$ cat src/rtl/dot_pkg.sv
// dot_pkg: shared definitions for the dot-product accumulate/sink stage.
// Contents: beat width, largest legal beat value, accumulator FSM state
// type, and the helper that sizes occupancy counters.
// Optional feature macro used by the files importing this package:
// DOT_ACC_SAT_EN (saturating accumulation plus a per-result sat bit).
package dot_pkg;

    localparam int PROD_SUM_W = 18;
    localparam int MAX_BEAT   = 260100;   // 4 * 255 * 255

    typedef enum logic {IDLE, ACCUM} state_e;

    // Occupancy counters must represent 0..depth inclusive.
    function automatic int lvl_w(input int depth);
        return $clog2(depth) + 1;
    endfunction

endpackage

$ cat src/rtl/dot_accum_sink_if.sv
// dot_accum_sink_if: beat input stream and result output stream of
// dot_accum_sink.
//   in_valid/in_sum/cfg_len : valid-only beat stream with its vector length
//   out_valid/out_ready     : result handshake
//   out_acc                 : result at FIFO head
//   out_sat                 : result saturated (only with DOT_ACC_SAT_EN)
// master = producer/consumer side, slave = dot_accum_sink.
interface dot_accum_sink_if
    import dot_pkg::*;
#(
    parameter int ACC_W = 32,
    parameter int LEN_W = 16
);
    logic                  in_valid;
    logic [PROD_SUM_W-1:0] in_sum;
    logic [LEN_W-1:0]      cfg_len;
    logic                  out_valid;
    logic                  out_ready;
    logic [ACC_W-1:0]      out_acc;
`ifdef DOT_ACC_SAT_EN
    logic                  out_sat;
`endif

    modport master (
        output in_valid, in_sum, cfg_len, out_ready,
`ifdef DOT_ACC_SAT_EN
        input  out_sat,
`endif
        input  out_valid, out_acc
    );

    modport slave (
        input  in_valid, in_sum, cfg_len, out_ready,
`ifdef DOT_ACC_SAT_EN
        output out_sat,
`endif
        output out_valid, out_acc
    );

endinterface

$ cat src/rtl/acc_result_fifo.sv
// acc_result_fifo: synchronous FIFO with a registered head word.
//   push/wdata : write (accepted when not full, or when full and popping)
//   pop        : read (ignored when empty)
//   full/empty : status
//   level      : occupancy 0..DEPTH
//   head       : registered copy of the oldest entry; holds when empty
// DEPTH must be a power of two so the pointers wrap naturally.
module acc_result_fifo
    import dot_pkg::*;
#(
    parameter int W     = 32,
    parameter int DEPTH = 4,
    localparam int PTR_W = $clog2(DEPTH),
    localparam int LVL_W = lvl_w(DEPTH)
) (
    input  logic             clk,
    input  logic             rst_n,
    input  logic             push,
    input  logic [W-1:0]     wdata,
    input  logic             pop,
    output logic             full,
    output logic             empty,
    output logic [LVL_W-1:0] level,
    output logic [W-1:0]     head
);

    logic [DEPTH-1:0][W-1:0] mem_q, mem_d;
    logic [PTR_W-1:0]        wr_ptr_q, wr_ptr_d, rd_ptr_q, rd_ptr_d;
    logic [LVL_W-1:0]        cnt_q, cnt_d;
    logic [W-1:0]            head_q, head_d;
    logic                    do_push, do_pop;

    assign empty   = (cnt_q == '0);
    assign full    = (cnt_q == LVL_W'(DEPTH));
    assign do_pop  = pop & ~empty;
    // A full FIFO still accepts a push when the head leaves the same cycle.
    assign do_push = push & (~full | do_pop);
    assign level   = cnt_q;
    assign head    = head_q;

    always_comb begin
        mem_d    = mem_q;
        wr_ptr_d = wr_ptr_q;
        rd_ptr_d = rd_ptr_q;
        head_d   = head_q;
        if (do_push) begin
            mem_d[wr_ptr_q] = wdata;
            wr_ptr_d        = wr_ptr_q + PTR_W'(1);
        end
        if (do_pop)
            rd_ptr_d = rd_ptr_q + PTR_W'(1);
        cnt_d = cnt_q + LVL_W'(do_push) - LVL_W'(do_pop);
        // Head register tracks the entry that will be oldest after this edge.
        if (do_pop) begin
            if (cnt_q > LVL_W'(1))
                head_d = mem_q[rd_ptr_d];
            else if (do_push)
                head_d = wdata;
        end else if (empty && do_push) begin
            head_d = wdata;
        end
    end

    always_ff @(posedge clk or negedge rst_n) begin
        if (!rst_n) begin
            mem_q    <= '0;
            wr_ptr_q <= '0;
            rd_ptr_q <= '0;
            cnt_q    <= '0;
            head_q   <= '0;
        end else begin
            mem_q    <= mem_d;
            wr_ptr_q <= wr_ptr_d;
            rd_ptr_q <= rd_ptr_d;
            cnt_q    <= cnt_d;
            head_q   <= head_d;
        end
    end

endmodule

$ cat src/rtl/dot_accum_sink.sv
// dot_accum_sink: accumulates cfg_len consecutive dot-product beats into one
// sum and queues finished sums in a result FIFO with valid/ready output.
//   clk, rst_n  : clock, asynchronous active-low reset
//   bus (slave) : beat stream in, result stream out (dot_accum_sink_if)
//   fifo_level  : result FIFO occupancy
//   drop_flag   : sticky, a finished result was lost to a full FIFO
//   err_clr     : synchronous clear of drop_flag (a new drop wins)
// Macro DOT_ACC_SAT_EN: saturate at 2^ACC_W-1 instead of wrapping and carry a
// sat bit per result on bus.out_sat.
module dot_accum_sink
    import dot_pkg::*;
#(
    parameter int ACC_W      = 32,
    parameter int LEN_W      = 16,
    parameter int FIFO_DEPTH = 4
) (
    input  logic                        clk,
    input  logic                        rst_n,
    dot_accum_sink_if.slave             bus,
    output logic [lvl_w(FIFO_DEPTH)-1:0] fifo_level,
    output logic                        drop_flag,
    input  logic                        err_clr
);

`ifdef DOT_ACC_SAT_EN
    localparam int FW = ACC_W + 1;   // {sat, acc}
`else
    localparam int FW = ACC_W;
`endif

    state_e           state_q, state_d;
    logic [ACC_W-1:0] acc_q, acc_d;
    logic [LEN_W-1:0] beat_cnt_q, beat_cnt_d;
    logic [LEN_W-1:0] len_q, len_d;
    logic             drop_q, drop_d;
    logic [LEN_W-1:0] len_eff;
    logic [ACC_W-1:0] sum;
    logic             final_beat, push, pop, full, empty;
    logic [FW-1:0]    push_data, head;
`ifdef DOT_ACC_SAT_EN
    logic             sat_q, sat_d, sum_sat;
    logic [ACC_W:0]   sum_wide;
`endif

    always_comb begin
        len_eff = (bus.cfg_len == '0) ? LEN_W'(1) : bus.cfg_len;
        // acc is zero in IDLE, so the same adder yields the first-beat value.
`ifdef DOT_ACC_SAT_EN
        sum_wide  = {1'b0, acc_q} + (ACC_W+1)'(bus.in_sum);
        sum_sat   = sat_q | sum_wide[ACC_W];
        sum       = sum_sat ? '1 : sum_wide[ACC_W-1:0];
        push_data = {sum_sat, sum};
`else
        sum       = acc_q + ACC_W'(bus.in_sum);
        push_data = sum;
`endif
        final_beat = (state_q == IDLE) ? (len_eff == LEN_W'(1))
                                       : (beat_cnt_q == len_q - LEN_W'(1));
        push = bus.in_valid & final_beat;
        pop  = bus.out_ready & ~empty;

        state_d    = state_q;
        acc_d      = acc_q;
        beat_cnt_d = beat_cnt_q;
        len_d      = len_q;
`ifdef DOT_ACC_SAT_EN
        sat_d      = sat_q;
`endif
        if (bus.in_valid) begin
            if (state_q == IDLE)
                len_d = len_eff;
            if (final_beat) begin
                state_d    = IDLE;
                acc_d      = '0;
                beat_cnt_d = '0;
`ifdef DOT_ACC_SAT_EN
                sat_d      = 1'b0;
`endif
            end else begin
                state_d    = ACCUM;
                acc_d      = sum;
                beat_cnt_d = beat_cnt_q + LEN_W'(1);
`ifdef DOT_ACC_SAT_EN
                sat_d      = sum_sat;
`endif
            end
        end
        drop_d = (push & full & ~pop) | (drop_q & ~err_clr);
    end

    always_ff @(posedge clk or negedge rst_n) begin
        if (!rst_n) begin
            state_q    <= IDLE;
            acc_q      <= '0;
            beat_cnt_q <= '0;
            len_q      <= '0;
            drop_q     <= 1'b0;
`ifdef DOT_ACC_SAT_EN
            sat_q      <= 1'b0;
`endif
        end else begin
            state_q    <= state_d;
            acc_q      <= acc_d;
            beat_cnt_q <= beat_cnt_d;
            len_q      <= len_d;
            drop_q     <= drop_d;
`ifdef DOT_ACC_SAT_EN
            sat_q      <= sat_d;
`endif
        end
    end

    acc_result_fifo #(.W(FW), .DEPTH(FIFO_DEPTH)) u_fifo (
        .clk   (clk),
        .rst_n (rst_n),
        .push  (push),
        .wdata (push_data),
        .pop   (pop),
        .full  (full),
        .empty (empty),
        .level (fifo_level),
        .head  (head)
    );

    assign bus.out_valid = ~empty;
    assign bus.out_acc   = head[ACC_W-1:0];
`ifdef DOT_ACC_SAT_EN
    assign bus.out_sat   = head[ACC_W];
`endif
    assign drop_flag     = drop_q;

endmodule

$ cat src/flat_wrapper.sv
// flat-port wrapper written by rule: the top's interface ports become plain ports
module dot_accum_sink_flat import dot_pkg::*;
#(
    parameter int ACC_W      = 32,
    parameter int LEN_W      = 16,
    parameter int FIFO_DEPTH = 4
)
  (clk, rst_n, fifo_level, drop_flag, err_clr, bus_in_valid, bus_in_sum, bus_cfg_len, bus_out_ready, bus_out_valid, bus_out_acc);
  dot_accum_sink_if #(.ACC_W(ACC_W), .LEN_W(LEN_W)) bus_i ();
  input  logic clk;
  input  logic rst_n;
  output logic [lvl_w(FIFO_DEPTH)-1:0] fifo_level;
  output logic drop_flag;
  input  logic err_clr;
  input wire logic [$bits(bus_i.in_valid)-1:0] bus_in_valid;
  input wire logic [$bits(bus_i.in_sum)-1:0] bus_in_sum;
  input wire logic [$bits(bus_i.cfg_len)-1:0] bus_cfg_len;
  input wire logic [$bits(bus_i.out_ready)-1:0] bus_out_ready;
  output wire logic [$bits(bus_i.out_valid)-1:0] bus_out_valid;
  output wire logic [$bits(bus_i.out_acc)-1:0] bus_out_acc;
  assign bus_i.in_valid = bus_in_valid;
  assign bus_i.in_sum = bus_in_sum;
  assign bus_i.cfg_len = bus_cfg_len;
  assign bus_i.out_ready = bus_out_ready;
  assign bus_out_valid = bus_i.out_valid;
  assign bus_out_acc = bus_i.out_acc;
  dot_accum_sink #(.ACC_W(ACC_W), .LEN_W(LEN_W), .FIFO_DEPTH(FIFO_DEPTH)) u_core (.clk(clk), .rst_n(rst_n), .bus(bus_i), .fifo_level(fifo_level), .drop_flag(drop_flag), .err_clr(err_clr));
endmodule
$ cat config.mk
export PLATFORM = sky130hd
export DESIGN_NAME = dot_accum_sink_flat
export DESIGN_NICKNAME = d
export VERILOG_FILES = /design/src/rtl/dot_pkg.sv /design/src/rtl/dot_accum_sink_if.sv /design/src/rtl/acc_result_fifo.sv /design/src/rtl/dot_accum_sink.sv /design/src/flat_wrapper.sv
export SDC_FILE = /design/constraint.sdc
export NUM_CORES = 1
export LEC_CHECK = 0
export BUFFER_PORTS_ARGS = -buffer_cell sky130_fd_sc_hd__buf_2
export CAP_MARGIN = 25
export CORE_ASPECT_RATIO = 1.2
export CORE_UTILIZATION = 30
export DETAILED_ROUTE_END_ITERATION = 10
export GPL_TIMING_DRIVEN = 0
export HOLD_SLACK_MARGIN = 0.02
export PLACE_DENSITY = 0.46
export SLEW_MARGIN = 30
export SYNTH_ARGS = -nofsm -noshare
export SYNTH_HDL_FRONTEND = slang
export SYNTH_SLANG_ARGS = --single-unit
export TNS_END_PERCENT = 5
$ cat constraint.sdc
create_clock -name clk -period 6.5 [get_ports clk]
set_clock_uncertainty 0.15 [all_clocks]
set_input_delay 0.325 -clock clk [delete_from_list [all_inputs] [get_ports clk]]
set_output_delay 0.325 -clock clk [all_outputs]
set_load 0.02 [all_outputs]
==> flow_summary_export.csv <==
group,metric,value,unit
outcome,outcome,"complete, no violations",
power,p_leak,0.007043,µW
place,gp_congestion,0.7506,
layout,finalNetCount,1180,
clock_network,cts.sinks,233,
grt,grtUsageTotal,15.17,%
synth,synth.avg_cell_area,12.67,µm²
setup_path,startpoint_type,"register",
clock_network,htreeDepth,1,
sta,relSlewSlack,37.88,%
grt,grt_start_max_net_pins,79,
synth,syn-cell-area,12490,µm²
routing,dr.first_iter.drc_count,328,
sta,finalSetupViolations,0,
setup_path,critPathMaxFanout,10,
clock_network,root_buffer,"clkbuf_16",
synth,synth_nets,1055,
layout,fillCellCount,4087,
worst_hold_path,hp-class,"in -> async",
setup_path,cp.required,6.76,ns
routing,wl_per_cell,18.61,µm
layout,antenna_cells,0,
setup_path,critPathKind,"reg -> reg",
setup_path,crit_arrival,5.71,ns
synth,synth_ff_type,"dfrtp_1",
clock_network,clk_pin_slew_worst_paths,0.06,ns
grt,grt_use_met2,26.50,%
place,hpwl,21300,µm
routing,ant_nets,0,
floorplan,io_pins,76,
clock_network,clock_path_buffers,3,
layout,area_delta_synth_final,17.88,%
sta,fmax,183.8,MHz
grt,grt_pass1_wl,50180,µm
routing,drt_pre_antenna_iters,5,
synth,synth-edff-count,0,
power,p_per_area,373.5,nW/µm²
floorplan,initial_core_util,30.50,%
floorplan,row_count,81,
synth,yosys_warnings,0,
sta,fin_crit,5.442,ns
grt,use_met1,19.76,%
grt,top_usage_layer,"met2",
clock_network,worstSkewPairLatency,0.54,ns
routing,viasPerCell,4.837,
synth,yosysTopAreaCellShare,46.69,%
setup_path,end_kind,"register",
grt,antenna_found_initial,0,
synth,synth_area_leaders,"dfrtp_1, mux2_1, mux2_4, mux4_2, mux2_2",
setup_path,crit_chain,"inv_1, ha_1, or3b_2, or4_4, mux2_1, mux2i_1, o22ai_1, a31o_4, buf_4, nand3_1, ha_1, o21ai_0, and3_1, and4_1, a221oi_4, buf_4, mux2_1",
sta,rsz0062_at_grt,"no",
synth,ys_ff_latch,233,
power,vdd_drop_max,208.0,µV
setup_path,slowest_stage,"or3b_2",
clock_network,numCtsBuffers,27,
synth,synth_seq_area_share,46.69,%
clock_network,cts_tree,"built",
sta,max_slew.worst_pin.slew,0.9082,ns
grt,grt_pass1_vias,8656,
floorplan,die_w,188.3,µm
place,port_buffers,75,
sta,worst_slack,1.058,ns
clock_network,cts_resized,0,
floorplan,dieArea,42450,µm²
synth,postSynth.asyncResetShare,100.0,%
synth,synth_top_area_cell,"dfrtp_1",
routing,wl,30980,µm
sta,hold_viol_final,0,
setup_path,max_stage_delay,0.54,ns
sta,tns,0,ns
routing,drc,0,
run,max_cap_violations,0,
sta,slew_viol_final,0,
synth,synth_common_cells,"dfrtp_1, mux2_1, mux2_4",
routing,via_count,8053,
floorplan,die_height,225.5,µm
floorplan,core-area,40940,µm²
synth,synthCells,986,
grt,grt.overflow.total,0,
place,post-place-ws,0.9759,ns
synth,synth_most_common_cell,"dfrtp_1",
sta,fin_crit_sh,83.72,%
layout,drive_gt1_share,26.73,%
synth,synth_cell_types,69,
grt,met3_usage,1.837,%
## worst paths after layout
path,from,endpoint,slack (ns),cells past startpoint
worst max-delay path,u_core.len_q[0],u_core.u_fifo.head[2],1.06,17
worst max register to register,u_core.len_q[0],u_core.u_fifo.head[2],1.06,17
worst min-delay path,rst_n,u_core.u_fifo.head[14],0.08,2
max in group asynchronous,rst_n,u_core.beat_cnt_q[11],5.08,4
min in group clk,bus_in_sum[0],u_core.u_fifo.mem_q[96],0.17,3
worst min register to register,u_core.u_fifo.mem_q[27],u_core.u_fifo.mem_q[27],0.34,1
## layout by cell type (no fill, tap or decap), drive strengths merged, types with 5 or more instances in the layout
cell and instances:
dfrtp 233, mux2 195, buf 103, clkbuf 57, inv 53, o21ai 48
nor2 41, xnor2 36, nand3 36, mux4 32, nand2 28, ha 28
xor2 22, a21oi 18, dlygate4sd3 18, a22o 14, and3 13, nor3 10
nand4 10, mux2i 8, nand2b 8, nor4 8, a211oi 7, a21o 6
o21a 6, o2bb2ai 6, or3 6, o22ai 5, bufinv 5, or4 5
nor3b 5
## cells by family (layout without fill, tap and decap cells)
logic type	after synthesis	count (layout)	share of synthesized area, %
muxes	235	235	25.74
adders and majority gates	30	30	3.126
DFF	233	233	46.69
xor gates and xnor gates	58	58	4.068
and+or+nand+nor	187	187	8.476
buffers and inverters	100	240	3.927
AOI/OAI and AO/OA	143	143	7.975
## registers in the layout, indices dropped and copies added, names as in the netlist
name and flops:
u_core.acc_q 32, u_core.beat_cnt_q 16, u_core.drop_flag 1, u_core.len_q 16, u_core.state_q 1, u_core.u_fifo.head 32, u_core.u_fifo.level 3, u_core.u_fifo.mem_q 128
u_core.u_fifo.rd_ptr_q 2, u_core.u_fifo.wr_ptr_q 2
## critical path, delay by kind of cell, from the launching register on
| kind | cells | cell delay, ns |
|---|---|---|
| buffers and inverters | 3 | 0.62 |
| muxes | 3 | 0.82 |
| AOI/OAI and AO/OA | 4 | 1.09 |
| adders and majority gates | 2 | 0.43 |
| and+or+nand+nor | 5 | 1.77 |
| DFF | 1 | 0.41 |
## layout make-up
type,count,area [µm²],share of cell area [%]
plain buffers,47,291.5,1.980
well taps,539,674.4,4.581
inverters,53,198.9,1.351
multi-input cells,653,6172,41.93
clock inverters,9,170.2,1.156
repair buffers,96,648.1,4.403
flip-flops and latches,233,5831,39.61
clock buffers,35,735.7,4.997
## metal layers
metal	vias to the layer above	routed length, µm	part of all wire, %
met2	121	15330	49
met1	4063	14110	46
met5	-	0	0
met3	31	1001	3.2
met4	0	543	1.8
li1	3838	-	-
## stage by stage
stage | power, µW | utilization [%] | hold WS [ns] | area, µm² | cells
2_1_floorplan | 3289 | - | -0.1206 | 12490 | 986
3_3_place_gp | 3941 | 33.06 | 0.3186 | 13540 | 1600
3_5_place_dp | 3967 | 33.30 | 0.05666 | 13640 | 1603
4_1_cts | 5614 | 35.96 | 0.06624 | 14720 | 1665
5_1_grt | 5883 | 35.96 | 0.09787 | 14720 | 1665
6_report | 5499 | 35.96 | 0.07741 | 14720 | 1665
## where the power goes
| part | switching, µW | internal [µW] | leakage [µW] | total (µW) |
|---|---|---|---|---|
| registers | 153 | 1650 | 0.00308 | 1800 |
| clock network | 609 | 985 | 0.000447 | 1590 |
| logic | 1260 | 846 | 0.00351 | 2100 |
## what timing repair did
action	4_1_cts	5_1_grt
hold endpoints to repair	185	0
buffers inserted	0	0
hold buffers	18	0
Power figures use the tool's default switching activity.
